<file path="config.mk">
export PLATFORM = sky130hd
export DESIGN_NAME = spart_mmio_responder
export DESIGN_NICKNAME = d
export VERILOG_FILES = /design/src/rtl/spart_mmio_responder.sv
export SDC_FILE = /design/constraint.sdc
export NUM_CORES = 1
export LEC_CHECK = 0
export BUFFER_PORTS_ARGS = -buffer_cell sky130_fd_sc_hd__clkbuf_2
export CORE_MARGIN = 8
export CORE_UTILIZATION = 57
export DETAILED_ROUTE_END_ITERATION = 8
export PLACE_DENSITY = 0.76
export SYNTH_ARGS = -nofsm -noshare
export SYNTH_HDL_FRONTEND = slang
export SYNTH_SLANG_ARGS = --single-unit
</file>
<file path="constraint.sdc">
create_clock -name clk -period 3.5 [get_ports clk]
set_input_delay 0.35 -clock clk [delete_from_list [all_inputs] [get_ports clk]]
set_output_delay 0.35 -clock clk [all_outputs]
set_load 0.01 [all_outputs]
</file>
<file path="src/rtl/spart_mmio_responder.sv">
// MMIO register front-end for a SPART UART: DATA/STATUS registers over a
// delayed-ready handshake, backed by RX and TX byte FIFOs.

module spart_mmio_fifo #(
    parameter int DEPTH = 8,
    parameter int W     = 8
) (
    input  logic                         clk_i,
    input  logic                         rst_ni,
    input  logic                         push_i,
    input  logic                         pop_i,
    input  logic [W-1:0]                 wdata_i,
    output logic [W-1:0]                 rdata_o,
    output logic [$clog2(DEPTH+1)-1:0]   count_o,
    output logic                         full_o,
    output logic                         empty_o
);
    localparam int AW = $clog2(DEPTH);
    localparam int CW = $clog2(DEPTH + 1);

    logic [W-1:0]  mem_q [DEPTH];
    logic [AW-1:0] wr_ptr_q, rd_ptr_q;
    logic [CW-1:0] cnt_q;
    logic          do_push, do_pop;

    // Full/empty come from the registered count, so a same-cycle pop never
    // makes room for a push.
    assign full_o  = (cnt_q == CW'(DEPTH));
    assign empty_o = (cnt_q == '0);
    assign do_push = push_i & ~full_o;
    assign do_pop  = pop_i & ~empty_o;
    assign count_o = cnt_q;
    assign rdata_o = empty_o ? '0 : mem_q[rd_ptr_q];

    always_ff @(posedge clk_i or negedge rst_ni) begin
        if (!rst_ni) begin
            wr_ptr_q <= '0;
            rd_ptr_q <= '0;
            cnt_q    <= '0;
        end else begin
            if (do_push) wr_ptr_q <= wr_ptr_q + AW'(1);
            if (do_pop)  rd_ptr_q <= rd_ptr_q + AW'(1);
            cnt_q <= cnt_q + CW'(do_push) - CW'(do_pop);
        end
    end

    always_ff @(posedge clk_i) begin
        if (do_push) mem_q[wr_ptr_q] <= wdata_i;
    end
endmodule

module spart_mmio_responder #(
    parameter int FIFO_DEPTH = 8,
    parameter int RESP_DELAY = 2
) (
    input  logic        clk,
    input  logic        rst,
    input  logic        mem_valid_data1,
    input  logic        mem_rw_data1,
    input  logic [27:0] mem_data_addr1,
    input  logic [31:0] mem_data_wr1,
    output logic [31:0] mem_data_rd1,
    output logic        mem_ready_data1,
    input  logic [7:0]  rx_data,
    input  logic        rx_valid,
    output logic [7:0]  tx_data,
    output logic        tx_valid,
    input  logic        tx_ready
);
    localparam logic [27:0] ADDR_DATA   = 28'h8000000;
    localparam logic [27:0] ADDR_STATUS = 28'h8000001;
    localparam int CW = $clog2(FIFO_DEPTH + 1);
    localparam int DW = (RESP_DELAY > 1) ? $clog2(RESP_DELAY) : 1;

    typedef enum logic [1:0] {S_IDLE, S_WAIT, S_RESP} state_e;

    state_e        state_q, state_d;
    logic [DW-1:0] dcnt_q, dcnt_d;
    logic [27:0]   addr_q, addr_d;
    logic          rw_q, rw_d;
    logic [7:0]    wbyte_q, wbyte_d;
    logic [31:0]   rdata_q, rdata_d;
    logic          vld_prev_q;
    logic          rx_ovf_q, rx_ovf_d, tx_ovf_q, tx_ovf_d;

    logic          rx_pop, tx_push, sts_clr, tx_ovf_set;
    logic [7:0]    rx_head;
    logic [CW-1:0] rx_count, tx_count_unused;
    logic          rx_full, rx_empty, tx_full, tx_empty;
    logic [31:0]   rx_cnt_w, status;
    logic [3:0]    rx_cnt4;
    logic          unused_wr;

    assign unused_wr = ^mem_data_wr1[31:8];

    spart_mmio_fifo #(.DEPTH(FIFO_DEPTH), .W(8)) u_rx (
        .clk_i(clk), .rst_ni(rst), .push_i(rx_valid), .pop_i(rx_pop),
        .wdata_i(rx_data), .rdata_o(rx_head), .count_o(rx_count),
        .full_o(rx_full), .empty_o(rx_empty)
    );

    spart_mmio_fifo #(.DEPTH(FIFO_DEPTH), .W(8)) u_tx (
        .clk_i(clk), .rst_ni(rst), .push_i(tx_push), .pop_i(tx_valid & tx_ready),
        .wdata_i(wbyte_q), .rdata_o(tx_data), .count_o(tx_count_unused),
        .full_o(tx_full), .empty_o(tx_empty)
    );

    assign tx_valid        = ~tx_empty;
    assign mem_ready_data1 = (state_q == S_RESP);
    assign mem_data_rd1    = rdata_q;

    assign rx_cnt_w = 32'(rx_count);
    assign rx_cnt4  = (rx_cnt_w > 32'd15) ? 4'hF : rx_cnt_w[3:0];
    assign status   = {20'b0, rx_cnt4, 4'b0, tx_ovf_q, rx_ovf_q, ~rx_empty, ~tx_full};

    always_comb begin
        state_d    = state_q;
        dcnt_d     = dcnt_q;
        addr_d     = addr_q;
        rw_d       = rw_q;
        wbyte_d    = wbyte_q;
        rdata_d    = rdata_q;
        rx_pop     = 1'b0;
        tx_push    = 1'b0;
        sts_clr    = 1'b0;
        tx_ovf_set = 1'b0;
        unique case (state_q)
            S_IDLE: begin
                // Only a fresh rising valid starts a request, so a valid held
                // across reset cannot replay a discarded access.
                if (mem_valid_data1 && !vld_prev_q) begin
                    state_d = S_WAIT;
                    dcnt_d  = '0;
                    addr_d  = mem_data_addr1;
                    rw_d    = mem_rw_data1;
                    wbyte_d = mem_data_wr1[7:0];
                end
            end
            S_WAIT: begin
                if (dcnt_q == DW'(RESP_DELAY - 1)) begin
                    state_d = S_RESP;
                    rdata_d = '0;
                    if (addr_q == ADDR_DATA) begin
                        if (rw_q) begin
                            if (tx_full) tx_ovf_set = 1'b1;
                            else         tx_push    = 1'b1;
                        end else if (!rx_empty) begin
                            rx_pop  = 1'b1;
                            rdata_d = {24'b0, rx_head};
                        end
                    end else if (addr_q == ADDR_STATUS && !rw_q) begin
                        rdata_d = status;
                        sts_clr = 1'b1;
                    end
                end else begin
                    dcnt_d = dcnt_q + DW'(1);
                end
            end
            S_RESP: begin
                if (!mem_valid_data1) begin
                    state_d = S_IDLE;
                    rdata_d = '0;
                end
            end
            default: state_d = S_IDLE;
        endcase
        // Sticky flags: a new overflow in the clearing cycle survives.
        rx_ovf_d = (rx_valid & rx_full) | (rx_ovf_q & ~sts_clr);
        tx_ovf_d = tx_ovf_set | (tx_ovf_q & ~sts_clr);
    end

    always_ff @(posedge clk or negedge rst) begin
        if (!rst) begin
            state_q    <= S_IDLE;
            dcnt_q     <= '0;
            addr_q     <= '0;
            rw_q       <= 1'b0;
            wbyte_q    <= '0;
            rdata_q    <= '0;
            vld_prev_q <= 1'b1;
            rx_ovf_q   <= 1'b0;
            tx_ovf_q   <= 1'b0;
        end else begin
            state_q    <= state_d;
            dcnt_q     <= dcnt_d;
            addr_q     <= addr_d;
            rw_q       <= rw_d;
            wbyte_q    <= wbyte_d;
            rdata_q    <= rdata_d;
            vld_prev_q <= mem_valid_data1;
            rx_ovf_q   <= rx_ovf_d;
            tx_ovf_q   <= tx_ovf_d;
        end
    end
endmodule

</file>
# == Word level (Yosys, flattened, before mapping) ==
# Memory sizes are Yosys's and may differ from the RTL's.
# Index checks and enable logic that the tools add are counted.
# classes
add_sub_neg,9
shift,0
multipliers,0
n_eq_ne,9
n_reduce_logical,13
n_div,0
bitwise_logic,15
n_mux,39
order_cmp,1
# ops
cell,count
$mux 32,3
$pmux 32 s2,1
$eq 28x28->1 const B,2
$mux 1,25
$mux 8,3
$add 3x1->3 const B,4
$mux 12,1
$add 4x1->4,2
$and 1x1->1,8
$eq 4x4->1 const B,2
$logic_not 4->1,2
$sub 4x1->4,2
$mux 2,3
$ne 2x2->1 const B,3
$pmux 2 s3,1
$reduce_and 3->1,2
$not 1->1,5
$gt 4x4->1 const B,1
$mux 4,1
$reduce_and 2->1,2
$reduce_bool 2->1,2
$eq 2x1->1 const B,1
$eq 2x2->1 const B,1
$logic_and 1x1->1,2
other kinds (5),7
# word_totals
ff_bits,95
latch_bits,0
mem_bits_rw,128
n_memories,2
out_inout_bits,42
elab_cells,103
in_bits,74
romBits,0
# memory_table
name,words,word_bits,read_ports,rd_clocked_by_memory_dff,wr,line_no,rtl
u_rx.mem_q,8,8,1,0,1,21,logic [W-1:0] mem_q [DEPTH];
u_tx.mem_q,8,8,1,0,1,21,

# == Longest topological paths before layout ==
# logic_depth
depth_word,9
depth_mapped,13

# == Hierarchy ==
# A second synthesis with hierarchy kept.
# unflattened
cells_unflattened,551
hier_area_um2,8680.8
# by_module_without_submodules
mod,seq_area_each_um2,instances,area_each_um2,cells_per_inst
spart_mmio_fifo,2172.1,2,3159.3,188
spart_mmio_responder,1377.6,1,2362.3,175

# == Least setup slack after synthesis ==
# OpenSTA, ideal clock, no wires.
# synth_timing
path_type,register to register
startpoint,register u_tx.cnt_q[2] (netlist: u_tx.count_o[2])
endpoint,memory u_tx.mem_q[1][0] (enable)
stages_incl_launch_ff,8
path_buffers,1
arrival_time_ps,2452
setup_ps,395
period_less_slack_ps,2847
path_slack_ps,653
path_cell_list,dfrtp_1 -> inv_1 -> ha_1 -> nor3b_1 -> or3b_2 -> nor3_1 -> buf_2 -> nor4bb_1
# synth_via
elab_chain_cells,9
word_cells_on_any_way,10
# synth_rtl
item,line_no,rtl
from (decl),23,logic [CW-1:0] cnt_q;
from (signal assigned),43,cnt_q <= cnt_q + CW'(do_push) - CW'(do_pop);
$eq 4x4->1 (*),28,assign full_o = (cnt_q == CW'(DEPTH));
$mux 1,145,if (tx_full) tx_ovf_set = 1'b1;
$mux 1,144,if (rw_q) begin
$mux 1,143,if (addr_q == ADDR_DATA) begin
$mux 1,140,if (dcnt_q == DW'(RESP_DELAY - 1)) begin
$mux 1,127,unique case (state_q)
$and 1x1->1 (*),30,assign do_push = push_i & ~full_o;
named net u_tx.do_push,24,"logic do_push, do_pop;"
$mux 1 (*),48,if (do_push) mem_q[wr_ptr_q] <= wdata_i;
$mux 1 (not written as such) (*),48,
to (decl),21,
# Mark *: on every way through the listed nets, which the timed path passes. The rest lies on a longest branch.

# == Worst setup path in the final report ==
# layout_timing
startpoint,register addr_q[5]
endpoint,register u_rx.cnt_q[3] (netlist: u_rx.count_o[3])
# layout_via
elab_chain_cells,6
# layout_rtl
item,line_no,rtl
from (decl),79,"logic [27:0] addr_q, addr_d;"
from (signal assigned),186,addr_q <= addr_d;
$eq 28x28->1,143,
$mux 1,143,
$mux 1,140,
$mux 1,127,
$and 1x1->1,31,assign do_pop = pop_i & ~empty_o;
named net u_rx.do_pop,24,
$sub 4x1->4,43,
to (signal assigned),43,
to (decl),23,
# The timed path passes the listed nets, and every way through them passes these cells.
# A chain may end at the register's enable or synchronous reset.

==> metrics.cfg <==
[layout]
multiInputGateArea_mm2=0.00247
final-instance-count-excl-fill=769
nFillCells=965
stdcell_area_mm2=0.00966
seqCellArea_mm2=0.00572
drive_gt1_share_pct=35.2
areaGrowthSynthToFinish_pct=14.5
nets=662
diodes=0

[timing]
skew_ns=0.0149
slew_headroom_pct=33.2
period_share_pct=81.8
period_minus_slack_ns=2.86
max_freq_mhz=349
tns_ns=0
worstMarginPinSlew_ns=1.00
finalSetupViolations=0
drv_slew=0
rsz0062_at_grt=no
hold_viol=0

[floorplanning]
core_area_mm2=0.0145
die_h_um=138
die_w_um=138
start_util_pct=58.3
rows=44
io_pins=116
die-area_mm2=0.0190

[cts]
clock_latency_ns=0.50
cts_tree=done
cts-resized-gates=0
clkSinkCount=203
numCtsBuffers=21
cts_hold_buf=1
clock-root-buffer=clkbuf_16
clkTransAtPathRegs_ns=0.06
cts_setup_buffers=0
htreeDepth=1
ctsLongestPathBuffers=3

[setup_path]
crit_fanout=9
critPathRequiredTime_ns=3.92
cp.arrival_ns=3.28
critPathCaptureType=register
crit_type=reg -> reg
setup.worst_path.start_class=register
crit_path_cell_trace=nor4_4 > nand4_2 > or4_4 > inv_1 > ha_1 > inv_1 > ha_1 > a21o_1 > a21oi_1 > xor2_1
slowest_stage=or4_4
slowest_delay_ns=0.68

[yosys]
synth-edff-count=128
synthFlopType=edfxtp_1
synth_common_cells=edfxtp_1, dfrtp_1, mux2_2, mux4_2, inv_1
syn-cell-area_mm2=0.00844
avgSynthCellArea_um2=17.4
synthTopCellsByArea=edfxtp_1, dfrtp_1, mux4_2
synth-seq-cells=203
ys_warn_count=0
yosysMostFrequentCell=edfxtp_1
asyncSetResetFlopFracSynth_pct=36.9
netlist.area_leader.share_pct=45.6
yosysUniqueCellTypes=59
synth_top_area_cell=edfxtp_1
syn_inst=484
yosysSeqAreaShare_pct=67.8

[pwr]
total_power_w=0.00734
p_per_area_mw_per_mm2=760
leakagePower_nw=3.79
peakVddDrop_mv=0.599

[hold_path]
hold_class=in -> async

[placed_design]
gp_congestion=0.760
place_hpwl_um=10200
placed_area_mm2=0.00895
dp.cells=730
port_buffers=71

[global_route]
grt_pass1_wl_um=24900
overflow=0
track_usage_pct=17.1
grt_pass1_vias=4727
grt_max_degree=76
antenna_found_initial=0

[routing]
drt_wl_total_um=15600
antenna_left=0
num_vias=4330
dr.pass1.iters=4
drcViolationCount=0
drt-wirelength-per-cell_um=20.3
vias_per_cell=5.63
drt_iter0_drc=250

[job]
maxCapViolations=0

[run_status]
outcome=finished clean

-- worst max-delay path: cells and delay by family (launching register included) --
kind,cells,cell delay (ns)
XOR/XNOR,1,0.16
adder cells (fa/ha/maj),2,0.43
buffers and inverters,2,0.17
AO/OA/AOI/OAI,2,0.37
flip-flops,1,0.40
AND/OR/NAND/NOR,3,1.26
-- metrics by stage --
step / util (%) / hold slack, ns / worst slack (ns)
floorplan: - / 0.0544 / 0.653
global placement: 61.8 / 0.468 / 0.750
detailed placement: 61.8 / 0.475 / 0.716
CTS: 66.7 / 0.0588 / 0.632
global route: 66.7 / 0.0801 / 0.499
finish: 66.7 / 0.0220 / 0.638
-- cell usage in the layout, fill, tap and decap left out, drive strengths merged, types with 4 or more instances in the layout --
cell    instances
nand2b          5
a21o            4
buf            12
xor2            6
nor2           17
ha             16
edfxtp        128
nand2          16
nor4            6
clkinv          9
mux2           42
xnor2           6
conb           20
inv            23
nor3            4
mux4           32
mux2i          14
nor4b           4
dfrtp          74
o21ai           8
clkbuf         95
-- kinds of logic after synthesis --
group,after synthesis,synth area share [%]
other,1,0.0444
muxes,88,15.9
DFF,203,67.8
adders and majority gates,18,2.85
AOI/OAI and AO/OA,26,2.17
and+or+nand+nor,75,6.23
xor gates and xnor gates,12,1.25
buffers and inverters,61,3.81
-- per-layer routing --
layer	global-route usage, %	share of wire [%]	routed length [µm]
met2	30.0	52	8090
met3	3.54	6.2	966
met4	5.01	1.6	253
met1	20.9	40	6310
met5	0	0	0
-- final cells by class --
cell class | instances | share of cell area (%)
Clock buffer | 25 | 5.70
Clock inverter | 13 | 1.55
Inverter | 22 | 0.855
Multi-Input combinational cell | 239 | 25.6
Sequential cell | 203 | 59.2
Tap cell | 184 | 2.38
Timing Repair Buffer | 83 | 4.66
-- where the power goes --
part / total, W / internal (W) / switching, W
sequential: 0.00359 / 0.00311 / 0.000474
combinational: 0.00151 / 0.000804 / 0.000703
clock: 0.00225 / 0.00135 / 0.000893
total: 0.00734 / 0.00527 / 0.00207
-- sequential cells by signal (all words and copies together) (netlist names), 2 cells and up --
signal / cells
u_rx.mem_q: 64
u_tx.mem_q: 64
addr_q: 28
mem_data_rd1: 12
wbyte_q: 8
u_rx.count_o: 4
u_tx.count_o: 4
u_rx.rd_ptr_q: 3
u_rx.wr_ptr_q: 3
u_tx.rd_ptr_q: 3
u_tx.wr_ptr_q: 3
state_q: 2
-- worst paths after layout --
kind	cells after the start	slack [ns]	endpoint	from
max	10	0.64	u_rx.count_o[3]	addr_q[5]
min	1	0.02	u_rx.wr_ptr_q[2]	rst
max reg2reg	10	0.64	u_rx.count_o[3]	addr_q[5]
min reg2reg	2	0.49	mem_data_rd1[6]	mem_data_rd1[6]
max in group asynchronous	1	2.83	addr_q[21]	rst
min in group clk	2	0.08	addr_q[9]	mem_data_addr1[9]
Power figures use the tool's default switching activity.
